==> src/rtl/video_capture_pkg.sv <==
// Shared types for the video capture path: capture FSM states, sync-pulse
// classification codes and the byte-address helper.
`timescale 1ns/1ps
package video_capture_pkg;

  typedef enum logic [2:0] {
    ST_WAIT_VSYNC = 3'd0,
    ST_VPORCH     = 3'd1,
    ST_WAIT_LINE  = 3'd2,
    ST_BACKPORCH  = 3'd3,
    ST_ACTIVE     = 3'd4
  } cap_state_e;

  typedef enum logic [1:0] {
    SYNC_NONE  = 2'd0,
    SYNC_HSYNC = 2'd1,
    SYNC_VSYNC = 2'd2
  } sync_class_e;

  function automatic int unsigned byte_addr(input int unsigned line,
                                            input int unsigned byte_idx,
                                            input int unsigned bytes_per_line);
    return line * bytes_per_line + byte_idx;
  endfunction

endpackage

==> src/rtl/video_sync_classifier.sv <==
// Registers the raw sync/pixel inputs, measures sync-high width and emits
// one-clock rise / classified-fall pulses aligned with a delayed pixel bit.
`timescale 1ns/1ps
module video_sync_classifier
  import video_capture_pkg::*;
#(
  parameter int unsigned VSYNC_MIN = 32
) (
  input  logic        clk_i,
  input  logic        rst_i,
  input  logic        sync_i,
  input  logic        pix_i,
  output sync_class_e fall_class_o,
  output logic        rise_o,
  output logic        pix_o
);

  localparam int unsigned CW = $clog2(VSYNC_MIN + 1);
  localparam logic [CW-1:0] WIDTH_SAT = CW'(VSYNC_MIN);

  logic          sync_q, sync_prev_q, pix_q, pix_dly_q, rise_q, rise_d;
  logic [CW-1:0] width_q, width_d;
  sync_class_e   fall_class_q, fall_class_d;

  // Width counter saturates so an arbitrarily long pulse still reads as vsync.
  always_comb begin
    width_d      = width_q;
    fall_class_d = SYNC_NONE;
    rise_d       = sync_q && !sync_prev_q;
    if (sync_q) begin
      if (width_q != WIDTH_SAT) begin
        width_d = width_q + CW'(1);
      end else begin
        width_d = width_q;
      end
    end else begin
      width_d = '0;
    end
    if (sync_prev_q && !sync_q) begin
      fall_class_d = (width_q >= WIDTH_SAT) ? SYNC_VSYNC : SYNC_HSYNC;
    end else begin
      fall_class_d = SYNC_NONE;
    end
  end

  // The pixel is delayed one extra stage so it lines up with the edge pulses.
  always_ff @(posedge clk_i or posedge rst_i) begin
    if (rst_i) begin
      sync_q       <= 1'b0;
      sync_prev_q  <= 1'b0;
      pix_q        <= 1'b0;
      pix_dly_q    <= 1'b0;
      width_q      <= '0;
      rise_q       <= 1'b0;
      fall_class_q <= SYNC_NONE;
    end else begin
      sync_q       <= sync_i;
      sync_prev_q  <= sync_q;
      pix_q        <= pix_i;
      pix_dly_q    <= pix_q;
      width_q      <= width_d;
      rise_q       <= rise_d;
      fall_class_q <= fall_class_d;
    end
  end

  assign fall_class_o = fall_class_q;
  assign rise_o       = rise_q;
  assign pix_o        = pix_dly_q;

endmodule

==> src/rtl/video_capture.sv <==
// Capture FSM and pixel packer: rebuilds a 1-bpp frame from the composite
// sync/pixel stream as byte writes, with frame-done and timing-error pulses.
`timescale 1ns/1ps
module video_capture
  import video_capture_pkg::*;
#(
  parameter int unsigned CLKS_PER_PIXEL = 2,
  parameter int unsigned H_BACKPORCH    = 16,
  parameter int unsigned PIX_W          = 64,
  parameter int unsigned LINES          = 64,
  parameter int unsigned V_BACKPORCH    = 4,
  parameter int unsigned VSYNC_MIN      = 32,
  parameter int unsigned ADDR_W         = 9
) (
  input  logic              clk,
  input  logic              reset,
  input  logic              videoSync,
  input  logic              videoPixel,
  output logic              wrStrobe,
  output logic [ADDR_W-1:0] wrAddr,
  output logic [7:0]        wrData,
  output logic              frameDone,
  output logic              lineErr,
  output logic              frameErr,
  output logic              capturing
);

  localparam int unsigned BYTES_PER_LINE = PIX_W / 8;
  localparam int unsigned LW = $clog2(LINES + 1);
  localparam int unsigned PW = $clog2(PIX_W);
  localparam int unsigned HW = $clog2(V_BACKPORCH + 2);
  localparam int unsigned BW = $clog2(H_BACKPORCH + 1);
  localparam int unsigned CW = $clog2(CLKS_PER_PIXEL);
  localparam logic [LW-1:0] LINE_LAST    = LW'(LINES - 1);
  localparam logic [PW-1:0] PIX_LAST     = PW'(PIX_W - 1);
  localparam logic [HW-1:0] HCNT_LAST    = HW'(V_BACKPORCH - 1);
  localparam logic [BW-1:0] BP_LAST      = BW'(H_BACKPORCH - 1);
  localparam logic [CW-1:0] PHASE_LAST   = CW'(CLKS_PER_PIXEL - 1);
  localparam logic [CW-1:0] SAMPLE_PHASE = CW'(CLKS_PER_PIXEL / 2);

  sync_class_e fall_class_s;
  logic        rise_s, pix_s;

  cap_state_e        state_q, state_d;
  logic [LW-1:0]     line_q, line_d;
  logic [HW-1:0]     hcnt_q, hcnt_d;
  logic [BW-1:0]     bp_q, bp_d;
  logic [CW-1:0]     phase_q, phase_d;
  logic [PW-1:0]     pix_cnt_q, pix_cnt_d;
  logic [7:0]        shift_q, shift_d;
  logic              wr_strobe_q, wr_strobe_d;
  logic [ADDR_W-1:0] wr_addr_q, wr_addr_d;
  logic [7:0]        wr_data_q, wr_data_d;
  logic              done_pend_q, done_pend_d;
  logic              frame_done_q, frame_done_d;
  logic              line_err_q, line_err_d;
  logic              frame_err_q, frame_err_d;
  logic              capturing_q, capturing_d;

  video_sync_classifier #(
    .VSYNC_MIN (VSYNC_MIN)
  ) u_sync (
    .clk_i        (clk),
    .rst_i        (reset),
    .sync_i       (videoSync),
    .pix_i        (videoPixel),
    .fall_class_o (fall_class_s),
    .rise_o       (rise_s),
    .pix_o        (pix_s)
  );

  // Next-state logic; a vsync overrides whatever the line logic decided.
  always_comb begin
    state_d      = state_q;
    line_d       = line_q;
    hcnt_d       = hcnt_q;
    bp_d         = bp_q;
    phase_d      = phase_q;
    pix_cnt_d    = pix_cnt_q;
    shift_d      = shift_q;
    wr_strobe_d  = 1'b0;
    wr_addr_d    = wr_addr_q;
    wr_data_d    = wr_data_q;
    done_pend_d  = 1'b0;
    frame_done_d = done_pend_q;
    line_err_d   = 1'b0;
    frame_err_d  = 1'b0;

    case (state_q)
      ST_WAIT_VSYNC: begin
        state_d = ST_WAIT_VSYNC;
      end
      ST_VPORCH: begin
        if (fall_class_s == SYNC_HSYNC) begin
          if (hcnt_q == HCNT_LAST) begin
            state_d = ST_BACKPORCH;
            bp_d    = BW'(1);
          end else begin
            hcnt_d = hcnt_q + HW'(1);
          end
        end else begin
          hcnt_d = hcnt_q;
        end
      end
      ST_WAIT_LINE: begin
        if (fall_class_s == SYNC_HSYNC) begin
          state_d = ST_BACKPORCH;
          bp_d    = BW'(1);
        end else begin
          state_d = ST_WAIT_LINE;
        end
      end
      ST_BACKPORCH, ST_ACTIVE: begin
        // Sync rising mid-line: drop the partial byte, keep the line number.
        if (rise_s) begin
          line_err_d = 1'b1;
          state_d    = ST_WAIT_LINE;
          shift_d    = '0;
        end else if (state_q == ST_BACKPORCH) begin
          if (bp_q == BP_LAST) begin
            state_d   = ST_ACTIVE;
            phase_d   = '0;
            pix_cnt_d = '0;
            shift_d   = '0;
          end else begin
            bp_d = bp_q + BW'(1);
          end
        end else begin
          phase_d = (phase_q == PHASE_LAST) ? '0 : phase_q + CW'(1);
          if (phase_q == SAMPLE_PHASE) begin
            shift_d   = {shift_q[6:0], pix_s};
            pix_cnt_d = pix_cnt_q + PW'(1);
            if (pix_cnt_q[2:0] == 3'd7) begin
              wr_strobe_d = 1'b1;
              wr_data_d   = shift_d;
              wr_addr_d   = ADDR_W'(byte_addr(32'(line_q), 32'(pix_cnt_q >> 3),
                                              BYTES_PER_LINE));
            end else begin
              wr_strobe_d = 1'b0;
            end
            if (pix_cnt_q == PIX_LAST) begin
              line_d = line_q + LW'(1);
              if (line_q == LINE_LAST) begin
                done_pend_d = 1'b1;
                state_d     = ST_WAIT_VSYNC;
              end else begin
                state_d = ST_WAIT_LINE;
              end
            end else begin
              line_d = line_q;
            end
          end else begin
            shift_d = shift_q;
          end
        end
      end
      default: begin
        state_d = ST_WAIT_VSYNC;
      end
    endcase

    if (fall_class_s == SYNC_VSYNC) begin
      frame_err_d = (state_q != ST_WAIT_VSYNC);
      state_d     = (V_BACKPORCH == 0) ? ST_WAIT_LINE : ST_VPORCH;
      line_d      = '0;
      hcnt_d      = '0;
    end else begin
      frame_err_d = 1'b0;
    end

    capturing_d = (state_d == ST_BACKPORCH) || (state_d == ST_ACTIVE);
  end

  // State and registered outputs.
  always_ff @(posedge clk or posedge reset) begin
    if (reset) begin
      state_q      <= ST_WAIT_VSYNC;
      line_q       <= '0;
      hcnt_q       <= '0;
      bp_q         <= '0;
      phase_q      <= '0;
      pix_cnt_q    <= '0;
      shift_q      <= '0;
      wr_strobe_q  <= 1'b0;
      wr_addr_q    <= '0;
      wr_data_q    <= '0;
      done_pend_q  <= 1'b0;
      frame_done_q <= 1'b0;
      line_err_q   <= 1'b0;
      frame_err_q  <= 1'b0;
      capturing_q  <= 1'b0;
    end else begin
      state_q      <= state_d;
      line_q       <= line_d;
      hcnt_q       <= hcnt_d;
      bp_q         <= bp_d;
      phase_q      <= phase_d;
      pix_cnt_q    <= pix_cnt_d;
      shift_q      <= shift_d;
      wr_strobe_q  <= wr_strobe_d;
      wr_addr_q    <= wr_addr_d;
      wr_data_q    <= wr_data_d;
      done_pend_q  <= done_pend_d;
      frame_done_q <= frame_done_d;
      line_err_q   <= line_err_d;
      frame_err_q  <= frame_err_d;
      capturing_q  <= capturing_d;
    end
  end

  assign wrStrobe  = wr_strobe_q;
  assign wrAddr    = wr_addr_q;
  assign wrData    = wr_data_q;
  assign frameDone = frame_done_q;
  assign lineErr   = line_err_q;
  assign frameErr  = frame_err_q;
  assign capturing = capturing_q;

endmodule
==> config.mk <==
export PLATFORM = sky130hd
export DESIGN_NAME = video_capture
export DESIGN_NICKNAME = d
export VERILOG_FILES = /design/src/rtl/video_capture_pkg.sv /design/src/rtl/video_sync_classifier.sv /design/src/rtl/video_capture.sv
export SDC_FILE = /design/constraint.sdc
export NUM_CORES = 1
export LEC_CHECK = 0
export BUFFER_PORTS_ARGS = -buffer_cell sky130_fd_sc_hd__buf_2
export CORE_ASPECT_RATIO = 1.25
export CORE_MARGIN = 4
export CORE_UTILIZATION = 40
export CTS_CLUSTER_DIAMETER = 80
export CTS_CLUSTER_SIZE = 20
export DETAILED_ROUTE_END_ITERATION = 10
export PLACE_DENSITY = 0.58
export SLEW_MARGIN = 15
export SYNTH_ARGS = -nofsm -noshare
export SYNTH_HDL_FRONTEND = slang
export SYNTH_SLANG_ARGS = --single-unit
==> constraint.sdc <==
create_clock -name clk -period 3 [get_ports clk]
set_input_delay 0.6 -clock clk [delete_from_list [all_inputs] [get_ports clk]]
set_output_delay 0.6 -clock clk [all_outputs]
set_load 0.05 [all_outputs]
Word-level counts from Yosys, hierarchy flattened
Index checks and enable logic that the tools add are counted.
- equality and inequality tests: 26
- $lt $le $gt $ge: 1
- multiplexer cells: 56
- bitwise gates (word level): 2
- reductions and logical operators: 22
- $add $sub $neg: 7
- operators by type and width (cell ; number):
    7-bit 2-to-1 mux ; 10
    3-bit 2-to-1 mux ; 12
    5-bit 2-to-1 mux ; 6
    6-bit 2-to-1 mux ; 5
    1-bit 2-to-1 mux ; 18
    2-bit inequality test, second input constant ; 8
    5-bit one-hot mux with 3 select lines ; 1
    6-bit by 1-bit adder with 6-bit output, second input constant ; 2
    3-bit by 2-bit == test with 1-bit output, second input constant ; 4
    2-bit nonzero test ; 6
    5-bit AND reduction ; 2
    9-bit by 3-bit adder with 9-bit output ; 1
    3-bit == test, second input constant ; 3
    3-bit one-hot mux with 3 select lines ; 1
    3-bit AND reduction ; 3
    3-bit nonzero test ; 3
    7-bit by 1-bit adder with 7-bit output, second input constant ; 1
    7-bit by 6-bit == test with 1-bit output, second input constant ; 1
    7-bit AND reduction ; 1
    6-bit == test, second input constant ; 1
    6-bit >= comparator, second input constant ; 1
    2-bit 2-to-1 mux ; 3
    2-bit by 1-bit inequality test with 1-bit output, second input constant ; 3
    6-bit inequality test, second input constant ; 1
    14 further kinds ; 17
- word-level logic and storage cells: 136
- register bits after elaboration: 68
- output and inout port bits: 22

Depth between registers and ports, before layout
Gate-level depths: netlist (run 1).
- depth in word-level cells: 10
- gate-level depth with buffers: 8

By module
A second synthesis (run 1) with hierarchy kept.
- cell total of the unflattened synthesis: 257
- area total of the unflattened synthesis: 3012.9 um^2
- modules (own cells, without submodules) (module ; cells an instance ; times used ; area an instance (um^2)):
    video_capture ; 214 ; 1 ; 2486.1
    video_sync_classifier ; 43 ; 1 ; 526.8

Worst setup path after synthesis (run 1)
Ideal clock, no wire load.
- path kind: register -> register
- from: reg bp_q[0]
- to: reg bp_q[3]
- stages on the path, launching flop included: 8
- required time: 2.871 ns
- path slack: 0.966 ns
- clock period less this slack: 2.034 ns
- library setup time: 0.129 ns
- buffers on the path: 0
- arrival: 1.905 ns
- path through: dfrtp_1 > ha_1 > and3_1 > ha_1 > nor3_1 > nor2_1 > o21ai_0 > o21ai_0
- cells in the longest elaborated chain, start to end: 5
- elaborated cells on any way between the ends: 8
- those cells by class: 1 x add/sub; 2 x eq/ne; 4 x mux; 1 x reduce/logical
- RTL lines (item ; RTL line ; text):
    start, declared ; video_capture.sv:47 ; logic [BW-1:0] bp_q, bp_d;
    start signal, assigned ; video_capture.sv:196 ; bp_q <= bp_d;
    5-bit by 1-bit adder with 5-bit output ; video_capture.sv:126 ; bp_d = bp_q + BW'(1);
    5-bit 2-to-1 mux ; video_capture.sv:120 ; if (bp_q == BP_LAST) begin
    5-bit 2-to-1 mux ; video_capture.sv:119 ; end else if (state_q == ST_BACKPORCH) begin
    5-bit 2-to-1 mux ; video_capture.sv:115 ; if (rise_s) begin
    5-bit one-hot mux with 3 select lines ; video_capture.sv:89 ; case (state_q)
Parallel ways exist; a longest one is shown, timed or not. The select of a mux whose other input is x is not followed.
A chain may end at the register's enable or synchronous reset.

Worst setup path in the final report (run 1)
- from: reg state_q[1]
- to: reg pix_cnt_q[4]
- cells in the longest elaborated chain, start to end: 3
- elaborated cells on any way between the ends: 7
- those cells by class: 3 x eq/ne; 1 x mux; 3 x reduce/logical
- RTL lines (item ; RTL line ; text):
    start, declared ; video_capture.sv:44 ; cap_state_e state_q, state_d;
    start signal, assigned ; video_capture.sv:193 ; state_q <= state_d;
    3-bit by 2-bit == test with 1-bit output or 3-bit == test (tied branches) ; video_capture.sv:89, video_capture.sv:119 ;
    2-bit by 1-bit inequality test with 1-bit output (no line) (tied with other cells) ; n/a ;
    4-bit AND reduction (no line) ; n/a ;
    end signal, assigned ; video_capture.sv:198 ; pix_cnt_q <= pix_cnt_d;
    end, declared ; video_capture.sv:49 ; logic [PW-1:0] pix_cnt_q, pix_cnt_d;
Parallel ways exist; a longest one is shown, timed or not.

==> results.md, run 1 <==
- The run finished with clean final reports.
- The maximum frequency from static timing analysis is 484.4 MHz.
- The remaining global-route overflow is 0.
- By area, the combinational part of the netlist is dominated by simple AND/OR/NAND/NOR gates.
- The initial utilization of the core area, before any placement, comes to 40.99%.
- In this run the static leakage power is 1.739 nW.
- The measured slew at the worst slew-check pin is 0.7658 ns.
- Detailed routing inserted a total of 2030 vias.
- Data arrives at the worst endpoint at 2.34 ns.
- The post-synthesis compound-gate area fraction is 9.212%.
- The maximum number of pins on one net before global-route repair is 39.
- In this run, synthesis inferred 0 flip-flops with an integrated enable.
- Counting the fill cells in the layout gives 661.
- The final layout contains routed wiring with a total length of 5208 um.
- The post-synthesis instance area is 3015 sq um.
- The die is 105.1 um tall.
- In this run the remaining antenna-violating nets after routing total 0.
- The number of warnings issued by yosys is 0.
- The accumulated negative setup slack is 0 ns.
- For this design the top-level I/O count stands at 26.
- Max-cap violations in this run came to 0.
- The later pin in the worst-skew pair is clocked with a latency of 0.34 ns.
- The critical path start-end classification is register to register.
- The first global-routing pass estimated 9356 um of wire.
- The post-synthesis to final-layout area growth is 14.65%.
- STA classifies the critical path endpoint as a register.
- The maximum resistive drop on vdd is 284.8 uV.
- After layout, the design draws a total of 0.001741 W.
- The final critical delay including setup and external delays is 2.065 ns.
- For this run, the leading register cell type out of synthesis is sky130_fd_sc_hd__dfrtp_1.
- The xor/xnor share of the synthesized area is 2.905%.
- Gates resized during post-CTS repair numbered 0.
- Of the post-synthesis cell area, the part taken by muxes is 7.718%.
- The buffer type at the clock tree root is sky130_fd_sc_hd__clkbuf_8.
- The share of flip-flops with an asynchronous set or reset after synthesis is 100.0%.
- The post-CTS repair timing setup buffer count is 0.
- The combined global-route utilization of all metal layers is 13.15%.
- The DRC violation count after routing is 0.
- The total clock sinks is 68.
- The final number of hold-violating endpoints came to 0.
- The number of antenna violations at the first check in global routing came to 0.
- The total die area is 9001 sq um.
- The count of pins over their slew limit is 0.
- The setup-violating endpoint count in the final report is 0.
- The maximum clock path buffer count is 2.
- The first routing iteration left 99 violations.
- The via count of the first global-routing pass is 2004.
- The class of the tightest hold or removal check is input pin to async pin.
- The adder and majority gate portion of the synthesized area is 4.564%.
- The post-route netlist has 23.08% of its cells at a drive strength greater than 1.
- The final worst clock skew is 0.01121 ns.
- The H-tree was split into 3 levels.
- The TritonCTS clock tree is yes.
- The max-slew headroom at the worst pin is 48.83%.
- The startpoint kind of the worst setup timing path is a register.
- The synthesized area per cell is 11.47 sq um.
- The post-synthesis cell type count is 42.
- The global placer's final weighted congestion is 0.7460.
- Detailed placement finished with a half-perimeter wire length of 3556 um.
- The count of TritonRoute iterations in the first routing pass is 5.
- Using the TritonRoute via totals, the vias-per-cell ratio works out to 5.192.
- The simple-gate portion of the synthesized area is 16.80%.
- Data on the critical path is required at its endpoint by 3.27 ns.
- The final net count is 309.
- The power density normalized to cell area is 503.6 nW/um^2.
- The die width is 85.66 um.
- The row count is 35.
- The synthesized instance count is 263.
- The quantity of hold-fixing buffers added after cts is 0.
- Of all nets on the critical path, the largest fanout is 16.
- The portion of the clock cycle consumed by the worst path in the final layout is 68.82%.
- The number of nets handed over by synthesis was 278.
- The count of inserted antenna diode cells is 0.
- The core region is 7357 sq um.
- The average wire per standard cell is 13.32 um.
- Setup repair after global routing left no endpoint under its margin.
- The number of CTS-inserted buffers is 9.
- Measured on the finished design, the core utilization comes to 46.99%.
- The synthesis-stage register bit count is 68.
- The sequential element share of the synthesized area is 56.43%.
- The count of buffers inserted at the top-level ports is 25.
- Clock-pin slew was measured on the worst setup and hold paths at 0.08 ns.
routing by layer:
metal	track usage (%)	vias to the layer above	share of wire (%)
met5	0	-	0
li1	-	987	-
met3	3.943	4	4.6
met1	16.80	1000	45
met4	6.109	0	0.79
met2	20.28	39	50
critical path: stages, from the launching register on:
cell                      delay, ns
sky130_fd_sc_hd__dfrtp_1       0.64
sky130_fd_sc_hd__and3b_1       0.40
sky130_fd_sc_hd__nand2_1       0.12
sky130_fd_sc_hd__a21o_1        0.26
sky130_fd_sc_hd__or4_1         0.48
sky130_fd_sc_hd__nand3_1       0.09
metrics by stage:
stage	cells	worst slack, ns	hold WS (ns)	area, sq um
after global placement	375	0.9250	0.3339	3253
after floorplan	263	0.6885	0.3312	3015
after detailed placement	375	0.8917	0.3413	3253
after global routing	391	0.7242	0.3359	3457
final	391	0.9355	0.3484	3457
after CTS	391	0.8962	0.3381	3457
logic make-up after synthesis:
| logic type | Yosys count |
|---|---|
| compound gates | 41 |
| xor+xnor | 10 |
| fa+ha+maj | 11 |
| buf+inv | 17 |
| flops | 68 |
| mux | 21 |
| simple gates | 95 |
synth_stat cells, types with 4 or more instances:
cell,n,area [sq um]
sky130_fd_sc_hd__dfrtp_1,68,1702
sky130_fd_sc_hd__nand3_1,10,50.05
sky130_fd_sc_hd__and3_1,5,31.28
sky130_fd_sc_hd__o21ai_0,12,60.06
sky130_fd_sc_hd__a21oi_1,6,30.03
sky130_fd_sc_hd__mux2_2,18,202.7
sky130_fd_sc_hd__inv_1,9,33.78
sky130_fd_sc_hd__clkbuf_1,4,15.01
sky130_fd_sc_hd__and2_1,4,25.02
sky130_fd_sc_hd__xor2_1,6,52.55
sky130_fd_sc_hd__nand2_1,18,67.56
sky130_fd_sc_hd__nand2b_1,4,25.02
sky130_fd_sc_hd__nor2_1,27,101.4
sky130_fd_sc_hd__xnor2_1,4,35.03
sky130_fd_sc_hd__nand4_1,4,25.02
sky130_fd_sc_hd__ha_1,11,137.6
sky130_fd_sc_hd__a22o_1,8,70.07
sky130_fd_sc_hd__nor3_1,7,35.03
final timing paths:
kind / startpoint / to / slack [ns] / cells past startpoint
worst min-delay path: reset / pix_cnt_q[5] / 0.35 / 2
worst min register to register: done_pend_q / frameDone / 0.36 / 0
worst max register to register: state_q[1] / pix_cnt_q[4] / 0.94 / 5
worst max-delay path: state_q[1] / pix_cnt_q[4] / 0.94 / 5
min in group clk: done_pend_q / frameDone / 0.36 / 0
max in group asynchronous: reset / done_pend_q / 2.04 / 3
registers in the layout, indices dropped and copies added (netlist names), 2 cells and up:
register             count
bp_q                     5
pix_cnt_q                6
u_sync.width_q           6
shift_q                  7
state_q                  3
hcnt_q                   3
line_q                   7
u_sync.fall_class_o      2
wrAddr                   9
wrData                   8
final cells by class:
class / count / area (sq um) / area share (%)
clock buffers: 9 / 123.9 / 3.583
clock inverters: 7 / 80.08 / 2.316
inverters: 9 / 33.78 / 0.9772
multi-input cells: 178 / 1242 / 35.94
flip-flops and latches: 68 / 1702 / 49.22
well taps: 92 / 115.1 / 3.330
repair buffers: 28 / 160.2 / 4.633
report_power, final:
group | switching (W) | internal [W]
combinational | 0.0000257 | 0.0000133
sequential | 0.00000747 | 0.000923
clock | 0.000376 | 0.000395
cells in the final DEF, fill, tap and decap left out, drive strengths merged, types with 9 or more instances in the layout:
cell type / synthesis / layout
clkbuf: 4 / 9
buf: 4 / 28
inv: 9 / 13
mux2: 18 / 18
ha: 11 / 11
nor2: 27 / 27
nand3: 10 / 10
dfrtp: 68 / 68
nand2: 18 / 18
o21ai: 12 / 12
No activity file was read; power rests on OpenSTA's default activity.
==> run 2, diff against run 1 <==
==> constraint.sdc (replaced) <==
create_clock -name clk -period 2 [get_ports clk]
set_input_delay 0.4 -clock clk [delete_from_list [all_inputs] [get_ports clk]]
set_output_delay 0.4 -clock clk [all_outputs]
set_load 0.05 [all_outputs]
==> results.md, run 2 (synthesized netlist as in run 1, its figures left out) <==
- The post-CTS repair timing setup buffer count is 0 (unchanged).
- The quantity of hold-fixing buffers added after cts is 0 (unchanged).
- The portion of the clock cycle consumed by the worst path in the final layout came to 93.78% (+25 points).
- The half-perimeter wire length of the detailed placement result was 3708 um (+4.3%).
- The data required time of the critical path is 2.27 ns (-1.00 ns).
- The CTS H-tree depth is 3 (unchanged).
- The power density normalized to cell area is 734.1 nW/um^2 (+46%).
- The leakage power figure was 1.792 nW (+3.0%).
- The final number of hold-violating endpoints is 0 (unchanged).
- The number of antenna violations at the first check in global routing is 0 (unchanged).
- The number of design-rule violations left by the first detailed-router iteration is 70 (-29%).
- The final net count is 320 (+3.6%).
- Walking the worst path, the cells encountered are ha_2, and3_1, ha_2, nand2_1, a21o_1, or4_1, nand3_1.
- The max-capacitance violation count came to 0 (unchanged).
- The die span in y is 105.1 um (unchanged).
- The detailed-route via count came to 2037 (+0.34%).
- In this design, the largest share of critical-path delay is due to simple AND/OR/NAND/NOR gates.
- The worst setup path is launched from a register.
- The maximum clock path buffer count was 2 (unchanged).
- The count of pins on the block boundary is 26 (unchanged).
- The DRC violation count after routing is 0 (unchanged).
- The via count of the first global-routing pass is 2039 (+1.7%).
- The count of pins over their slew limit is 0 (unchanged).
- The row count is 35 (unchanged).
- The total die area was 9001 sq um (unchanged).
- The number of gates resized after CTS was 0 (unchanged).
- The category of the worst setup path capture point is a register.
- The measured slew at the worst slew-check pin was 0.5581 ns (-0.2077 ns).
- The register area is 1702 sq um (unchanged).
- The combined global-route utilization of all metal layers is 12.95% (-0.19 points).
- The worst path setup slack after routing is 0.1244 ns (-0.8111 ns).
- The wire length of the first global-routing pass is 9211 um (-1.5%).
- The flow ran to the end, and the final reports show no timing, DRC or antenna violations.
- The accumulated negative setup slack is 0 ns (unchanged).
- The fraction of power spent switching nets came to 23.36% (-0.15 points).
- The highest cell delay on the worst timing path is 0.47 ns (-0.17 ns).
- The global placer's final weighted congestion is 0.7515 (+0.74%).
- The number of nets with antenna violations after detailed routing is 0 (unchanged).
- The final worst clock skew is 0.01328 ns (+0.002075 ns).
- The maximum number of pins on one net before global-route repair is 69 (+77%).
- Setup repair after global routing left no endpoint under its margin.
- The worst slack at placement is 0.1275 ns (-0.7641 ns).
- The number of flip-flops in the largest register is 9 (unchanged).
- The highest fanout seen on the critical path was 5 (-11).
- The cell with the biggest individual delay on the critical path is sky130_fd_sc_hd__or4_1.
- The fraction of layout cells with a size suffix above 1 came to 26.77% (+3.7 points).
- The count of inserted antenna diode cells is 0 (unchanged).
- From synthesis to final layout, the design area changed by 17.93%.
- The core footprint came to 7357 sq um (unchanged).
- The fraction of power consumed by combinational cells is 2.5% (+0.3 points).
- The data arrival time at the worst-slack endpoint is 2.15 ns (-0.19 ns).
- The remaining global-route overflow is 0 (unchanged).
- The final critical delay including setup and external delays is 1.876 ns (-0.1889 ns).
- The maximum frequency from static timing analysis is 533.2 MHz (+10%).
- The number of CTS-inserted buffers is 9 (unchanged).
- The number of fillers in the final layout is 665 (+0.61%).
- The initial core utilization is 40.99% (unchanged).
- The power spent charging and discharging nets is 0.0006099 W (+49%).
- The total clock sinks was 68 (unchanged).
- The register share of total power is 53.4% (about the same).
- The class of the tightest hold or removal check is input pin to async pin.
- The count of buffers inserted at the top-level ports is 25 (unchanged).
- The critical path buffer and inverter count is 0 (unchanged).
- The internal power was 0.002001 W (+50%).
- The top cell types in the final layout, fill and taps aside, are 68 x sky130_fd_sc_hd__dfrtp_1, 27 x sky130_fd_sc_hd__nor2_1, 25 x sky130_fd_sc_hd__buf_2.
- The maximum resistive drop on vdd is 398.0 uV (+40%).
- The cell seen most often among critical-path stages is sky130_fd_sc_hd__ha_2.
- The clock transition at the registers of the reported paths came to 0.08 ns (about the same).
- The die width was 85.66 um (unchanged).
- The setup-violating endpoint count in the final report was 0 (unchanged).
- Clock tree synthesis selected as its root buffer the cell sky130_fd_sc_hd__clkbuf_8.
- The library cell used most frequently in the layout, excluding fill and tap cells, is sky130_fd_sc_hd__dfrtp_1.
- The average wire per standard cell is 13.01 um (-2.3%).
- TritonCTS built the clock tree.
- The multi-input gate area in the final layout is 1252 sq um (+0.81%).
- The max-slew headroom at the worst pin is 62.80% (+14 points).
- The count of TritonRoute iterations in the first routing pass was 4 (-1).
- The routed via count divided by cell count came to 5.067 (-2.4%).
- The share of total power in the clock network was 44.2% (about the same).
- The total wire length after detailed routing is 5229 um (+0.40%).
- The later-pin clock latency in the skew report is 0.35 ns (about the same).
- The worst setup path is of the register to register kind.
-- run 2: worst register-to-register path, stage by stage (launching register included) --
cell and delay [ns]:
sky130_fd_sc_hd__dfrtp_1 0.41, sky130_fd_sc_hd__ha_2 0.21, sky130_fd_sc_hd__and3_1 0.16, sky130_fd_sc_hd__ha_2 0.21
sky130_fd_sc_hd__nand2_1 0.08, sky130_fd_sc_hd__a21o_1 0.19, sky130_fd_sc_hd__or4_1 0.47, sky130_fd_sc_hd__nand3_1 0.09
-- run 2: layout make-up --
type | count | area share (%)
Timing Repair Buffer | 39 | 6.826
Tap cell | 92 | 3.237
Clock inverter | 7 | 2.322
Multi-Input combinational cell | 178 | 35.22
Clock buffer | 9 | 3.483
Sequential cell | 68 | 47.85
Inverter | 9 | 1.056
-- run 2: worst paths after layout --
kind | endpoint | slack [ns] | depth (start not counted) | from
worst max-delay path | pix_cnt_q[4] | 0.12 | 7 | bp_q[0]
worst min-delay path | line_q[4] | 0.14 | 3 | reset
worst max register to register | pix_cnt_q[4] | 0.12 | 7 | bp_q[0]
worst min register to register | frameDone | 0.36 | 0 | done_pend_q
max in group asynchronous | pix_cnt_q[5] | 1.59 | 3 | reset
min in group clk | u_sync.sync_q | 0.16 | 1 | videoSync
-- run 2: power groups by stage --
| stage | clock network, W | registers [W] | logic [W] |
|---|---|---|---|
| 6_report | 0.00115 | 0.00139 | 0.0000641 |
| 3_5_place_dp | 0 | 0.00142 | 0.0000675 |
| 2_1_floorplan | 0 | 0.00142 | 0.0000459 |
| 5_1_grt | 0.00126 | 0.00140 | 0.0000786 |
| 3_3_place_gp | 0 | 0.00142 | 0.0000662 |
| 4_1_cts | 0.00120 | 0.00139 | 0.0000676 |
-- run 2: per-layer routing --
metal | vias to the layer above | part of all wire (%) | GRT usage (%)
met2 | 23 | 50 | 21.17
met4 | 0 | 1.7 | 7.127
li1 | 1015 | - | -
met3 | 8 | 3.9 | 2.760
met1 | 991 | 44 | 15.70
met5 | - | 0 | 0
-- run 2: stage by stage --
stage / area (sq um) / hold slack [ns] / util, % / total power, W / instances
4_1_cts: 3551 / 0.1401 / 48.27 / 0.002659 / 402
6_report: 3556 / 0.1419 / 48.33 / 0.002610 / 402
2_1_floorplan: 3024 / 0.3312 / - / 0.001464 / 263
3_5_place_dp: 3344 / 0.3347 / 45.46 / 0.001488 / 386
5_1_grt: 3556 / 0.1427 / 48.33 / 0.002733 / 402
3_3_place_gp: 3344 / 0.3346 / 45.46 / 0.001487 / 386
==> run 3, diff against run 2 <==
--- a/config.mk
+++ b/config.mk
@@ -5,7 +5,9 @@
 export SDC_FILE = /design/constraint.sdc
 export NUM_CORES = 1
 export LEC_CHECK = 0
+export ABC_AREA = 1
 export BUFFER_PORTS_ARGS = -buffer_cell sky130_fd_sc_hd__buf_2
+export CAP_MARGIN = 20
 export CORE_ASPECT_RATIO = 1.25
 export CORE_MARGIN = 4
 export CORE_UTILIZATION = 40
@@ -16,4 +18,5 @@
 export SLEW_MARGIN = 15
 export SYNTH_ARGS = -nofsm -noshare
 export SYNTH_HDL_FRONTEND = slang
+export SYNTH_HIERARCHICAL = 1
 export SYNTH_SLANG_ARGS = --single-unit
==> results.md, run 3 <==
- The count of buffers inserted at the top-level ports is 25 (unchanged).
- The share of flip-flops with an asynchronous set or reset after synthesis is 100.0% (unchanged).
- The total clock sinks came to 68 (unchanged).
- Setup repair after global routing left no endpoint under its margin.
- The largest total area in the synthesized netlist belongs to sky130_fd_sc_hd__dfrtp_1.
- The wire length of the first global-routing pass is 10150 um (+10%).
- The highest fanout seen on the critical path came to 8 (+3).
- The count of pins over their slew limit is 0 (unchanged).
- The synthesized area per cell is 8.909 sq um (-22%).
- The max-slew headroom at the worst pin came to 67.91% (+5.1 points).
- By count the netlist is led by 73 x sky130_fd_sc_hd__nand2_1, 68 x sky130_fd_sc_hd__dfrtp_1, 47 x sky130_fd_sc_hd__inv_1.
- The total die area is 9281 sq um (+3.1%).
- The post-synthesis to final-layout area growth is 14.93%.
- The routed via count divided by cell count is 4.781 (-5.7%).
- The worst setup path is launched from a register.
- The portion of synthesized cell area occupied by the leading cell type was 54.57% (-1.9 points).
- The register share of total power is 52.3% (-1.1 points).
- The fraction of power consumed by combinational cells came to 2.3% (-0.2 points).
- The half-perimeter wire length of the detailed placement result is 4076 um (+9.9%).
- The sequential element share of the synthesized area was 54.57% (-1.9 points).
- The data required time of the critical path is 2.25 ns (-0.02 ns).
- The final number of hold-violating endpoints is 0 (unchanged).
- The worst-case reg-to-reg path depth came to 10 (+3).
- The maximum resistive drop on vdd was 396.3 uV (-0.44%).
- The launch point of the critical path is bp_q[0].
- The measured slew at the worst slew-check pin is 0.4808 ns (-0.07728 ns).
- After synthesis, the cell types taking the most area are sky130_fd_sc_hd__dfrtp_1 55%, sky130_fd_sc_hd__nand2_1 8.8%, sky130_fd_sc_hd__inv_1 5.7%, sky130_fd_sc_hd__o21ai_0 4.8%, sky130_fd_sc_hd__ha_1 4.4%.
- The count of inserted antenna diode cells is 0 (unchanged).
- The detailed-route via count was 2290 (+12%).
- The filler-free cell count of the finished design is 479 (+19%).
- The clock transition at the registers of the reported paths is 0.07 ns (about the same).
- The leakage power figure is 1.762 nW (-1.7%).
- The count of pins on the block boundary came to 26 (unchanged).
- The maximum number of pins on one net before global-route repair is 56 (-19%).
- The number of antenna violations at the first check in global routing was 0 (unchanged).
- The share of total power in the clock network is 45.4% (+1.2 points).
- The combined global-route utilization of all metal layers is 13.92% (+0.97 points).
- The number of flip-flops in the largest register came to 9 (unchanged).
- The max-capacitance violation count is 0 (unchanged).
- The number of CTS-inserted buffers is 9 (unchanged).
- The remaining global-route overflow is 0 (unchanged).
- The total wire length after detailed routing is 5684 um (+8.7%).
- The row count is 35 (unchanged).
- The global placer's final weighted congestion came to 0.7872 (+4.8%).
- The power spent charging and discharging nets came to 0.0005680 W (-6.9%).
- The worst setup slack for register-to-register paths was 0.23 ns (+0.10 ns).
- The via count of the first global-routing pass was 2243 (+10%).
- The initial core utilization was 41.64% (+0.65 points).
- In this run the critical register-to-register path is launched from bp_q[0].
- The CTS H-tree depth is 3 (unchanged).
- The maximum frequency from static timing analysis is 564.1 MHz (+5.8%).
- The setup-violating endpoint count in the final report is 0 (unchanged).
- The count of flip-flops with a built-in enable after synthesis is 0 (unchanged).
- The number of warnings issued by yosys is 6 (+6).
- The TritonCTS clock tree is yes.
- The average wire per standard cell was 11.87 um (-8.8%).
- The number of nets produced by synthesis is 365 (+31%).
- The flow ran to the end, and the final reports show no timing, DRC or antenna violations.
- The post-route core utilization was 47.85% (-0.48 points).
- The leading cell type in the layout, fill and taps excluded is sky130_fd_sc_hd__nand2_1.
- The most critical setup path has its endpoint at shift_q[5].
- The internal power is 0.002105 W (+5.2%).
- The synthesis-stage register bit count came to 68 (unchanged).
- The count of TritonRoute iterations in the first routing pass came to 4 (unchanged).
- The die width came to 86.97 um (+1.5%).
- The die span in y is 106.7 um (+1.6%).
- The power density normalized to cell area came to 746.0 nW/um^2 (+1.6%).
- The class of the tightest hold or removal check is input pin to async pin.
- The post-CTS repair timing setup buffer count is 0 (unchanged).
- The post-synthesis cell type count came to 32 (-24%).
- The portion of the clock cycle consumed by the worst path in the final layout is 88.63% (-5.2 points).
- The final worst clock skew is 0.01425 ns (+0.0009721 ns).
- The later-pin clock latency in the skew report is 0.34 ns (about the same).
- The number of design-rule violations left by the first detailed-router iteration is 88 (+26%).
- The final net count came to 397 (+24%).
- The top cell types in the final layout, fill and taps aside, are 73 x sky130_fd_sc_hd__nand2_1, 68 x sky130_fd_sc_hd__dfrtp_1, 46 x sky130_fd_sc_hd__inv_1.
- The DRC violation count after routing was 0 (unchanged).
- The number of nets with antenna violations after detailed routing is 0 (unchanged).
- The category of the worst setup path capture point is a register.
- The buffer type at the clock tree root is sky130_fd_sc_hd__clkbuf_8.
- The core footprint came to 7488 sq um (+1.8%).
- The fraction of layout cells with a size suffix above 1 came to 17.31% (-9.5 points).
- The fraction of power spent switching nets is 21.25% (-2.1 points).
- The cell count after placement is 463 (+20%).
- The post-synthesis instance area is 3118 sq um (+3.4%).
- The accumulated negative setup slack is 0 ns (unchanged).
- By instance count, the leading cell after synthesis is sky130_fd_sc_hd__nand2_1.
- The critical path start-end classification is register to register.
- The final critical delay including setup and external delays is 1.773 ns (-0.1030 ns).
- The predominant post-synthesis flop cell is sky130_fd_sc_hd__dfrtp_1.
- The maximum clock path buffer count was 2 (unchanged).
- The data arrival time at the worst-slack endpoint came to 2.02 ns (-0.13 ns).
- The synthesized instance count is 350 (+33%).
- The terminus of the critical flop-to-flop path is shift_q[5].
-- run 3: repair_timing --
item / in CTS / in global routing
setup endpoints to repair: 0 / 17
resized for setup: 0 / 2
hold buffers: 0 / 0
-- run 3: worst max-delay path, cell delays in order, from the launching register on --
cell,delay [ns]
sky130_fd_sc_hd__dfrtp_1,0.39
sky130_fd_sc_hd__ha_1,0.19
sky130_fd_sc_hd__nand2_1,0.06
sky130_fd_sc_hd__nor2_1,0.08
sky130_fd_sc_hd__ha_1,0.20
sky130_fd_sc_hd__nor2_1,0.07
sky130_fd_sc_hd__inv_1,0.05
sky130_fd_sc_hd__nand2_1,0.07
sky130_fd_sc_hd__nor3_2,0.16
sky130_fd_sc_hd__nand2_1,0.22
sky130_fd_sc_hd__o22ai_1,0.18
-- run 3: power by group through the flow --
stage | combinational, W | clock (W) | sequential (W)
global route | 0.0000749 | 0.00132 | 0.00140
CTS | 0.0000652 | 0.00126 | 0.00140
global placement | 0.0000641 | 0 | 0.00142
finish | 0.0000618 | 0.00121 | 0.00140
floorplan | 0.0000463 | 0 | 0.00142
detailed placement | 0.0000652 | 0 | 0.00142
-- run 3: through the flow --
step / hold WS [ns] / power, W / area, sq um / setup WS (ns)
floorplan: 0.2770 / 0.001466 / 3118 / 0.2571
detailed placement: 0.3355 / 0.001490 / 3356 / 0.1490
finish: 0.08921 / 0.002673 / 3583 / 0.2274
global placement: 0.3361 / 0.001488 / 3356 / 0.2217
CTS: 0.09486 / 0.002723 / 3572 / 0.1056
global route: 0.1101 / 0.002792 / 3583 / 0.03237
-- run 3: cell families after synthesis --
| group | share of synthesized area [%] |
|---|---|
| multiplexers | 0.6421 |
| flip-flops | 54.57 |
| AO/OA/AOI/OAI | 10.59 |
| adder cells (fa/ha/maj) | 4.414 |
| buffers and inverters | 7.705 |
| AND/OR/NAND/NOR | 20.67 |
| XOR/XNOR | 1.404 |
-- run 3: worst min-delay path by stage --
stage | from | end | slack (ns) | cells after the start
after floorplan | reset | u_sync/fall_class_o[0] | 0.28 | 1
after global placement | u_sync/pix_q | u_sync/pix_o | 0.34 | 0
after detailed placement | u_sync/pix_q | u_sync/pix_o | 0.34 | 0
after CTS | reset | u_sync/width_q[0] | 0.09 | 2
after global routing | reset | u_sync/width_q[1] | 0.11 | 2
final | reset | u_sync/width_q[1] | 0.09 | 2
-- run 3: area by class of cell --
| class | count | area [sq um] |
|---|---|---|
| Clock inverter | 6 | 88.84 |
| Clock buffer | 10 | 127.6 |
| Sequential cell | 68 | 1702 |
| Multi-Input combinational cell | 221 | 1187 |
| Fill cell | 701 | 3905 |
| Inverter | 54 | 202.7 |
| Tap cell | 92 | 115.1 |
| Timing Repair Buffer | 28 | 160.2 |
-- run 3: layer usage --
layer	share of wire, %	wire length [um]	global-route usage [%]	vias up
met3	3.3	185	2.767	9
met1	45	2544	16.40	1060
met5	0	0	0	-
met4	2.2	124	7.238	0
met2	50	2829	23.56	33
li1	-	-	-	1188
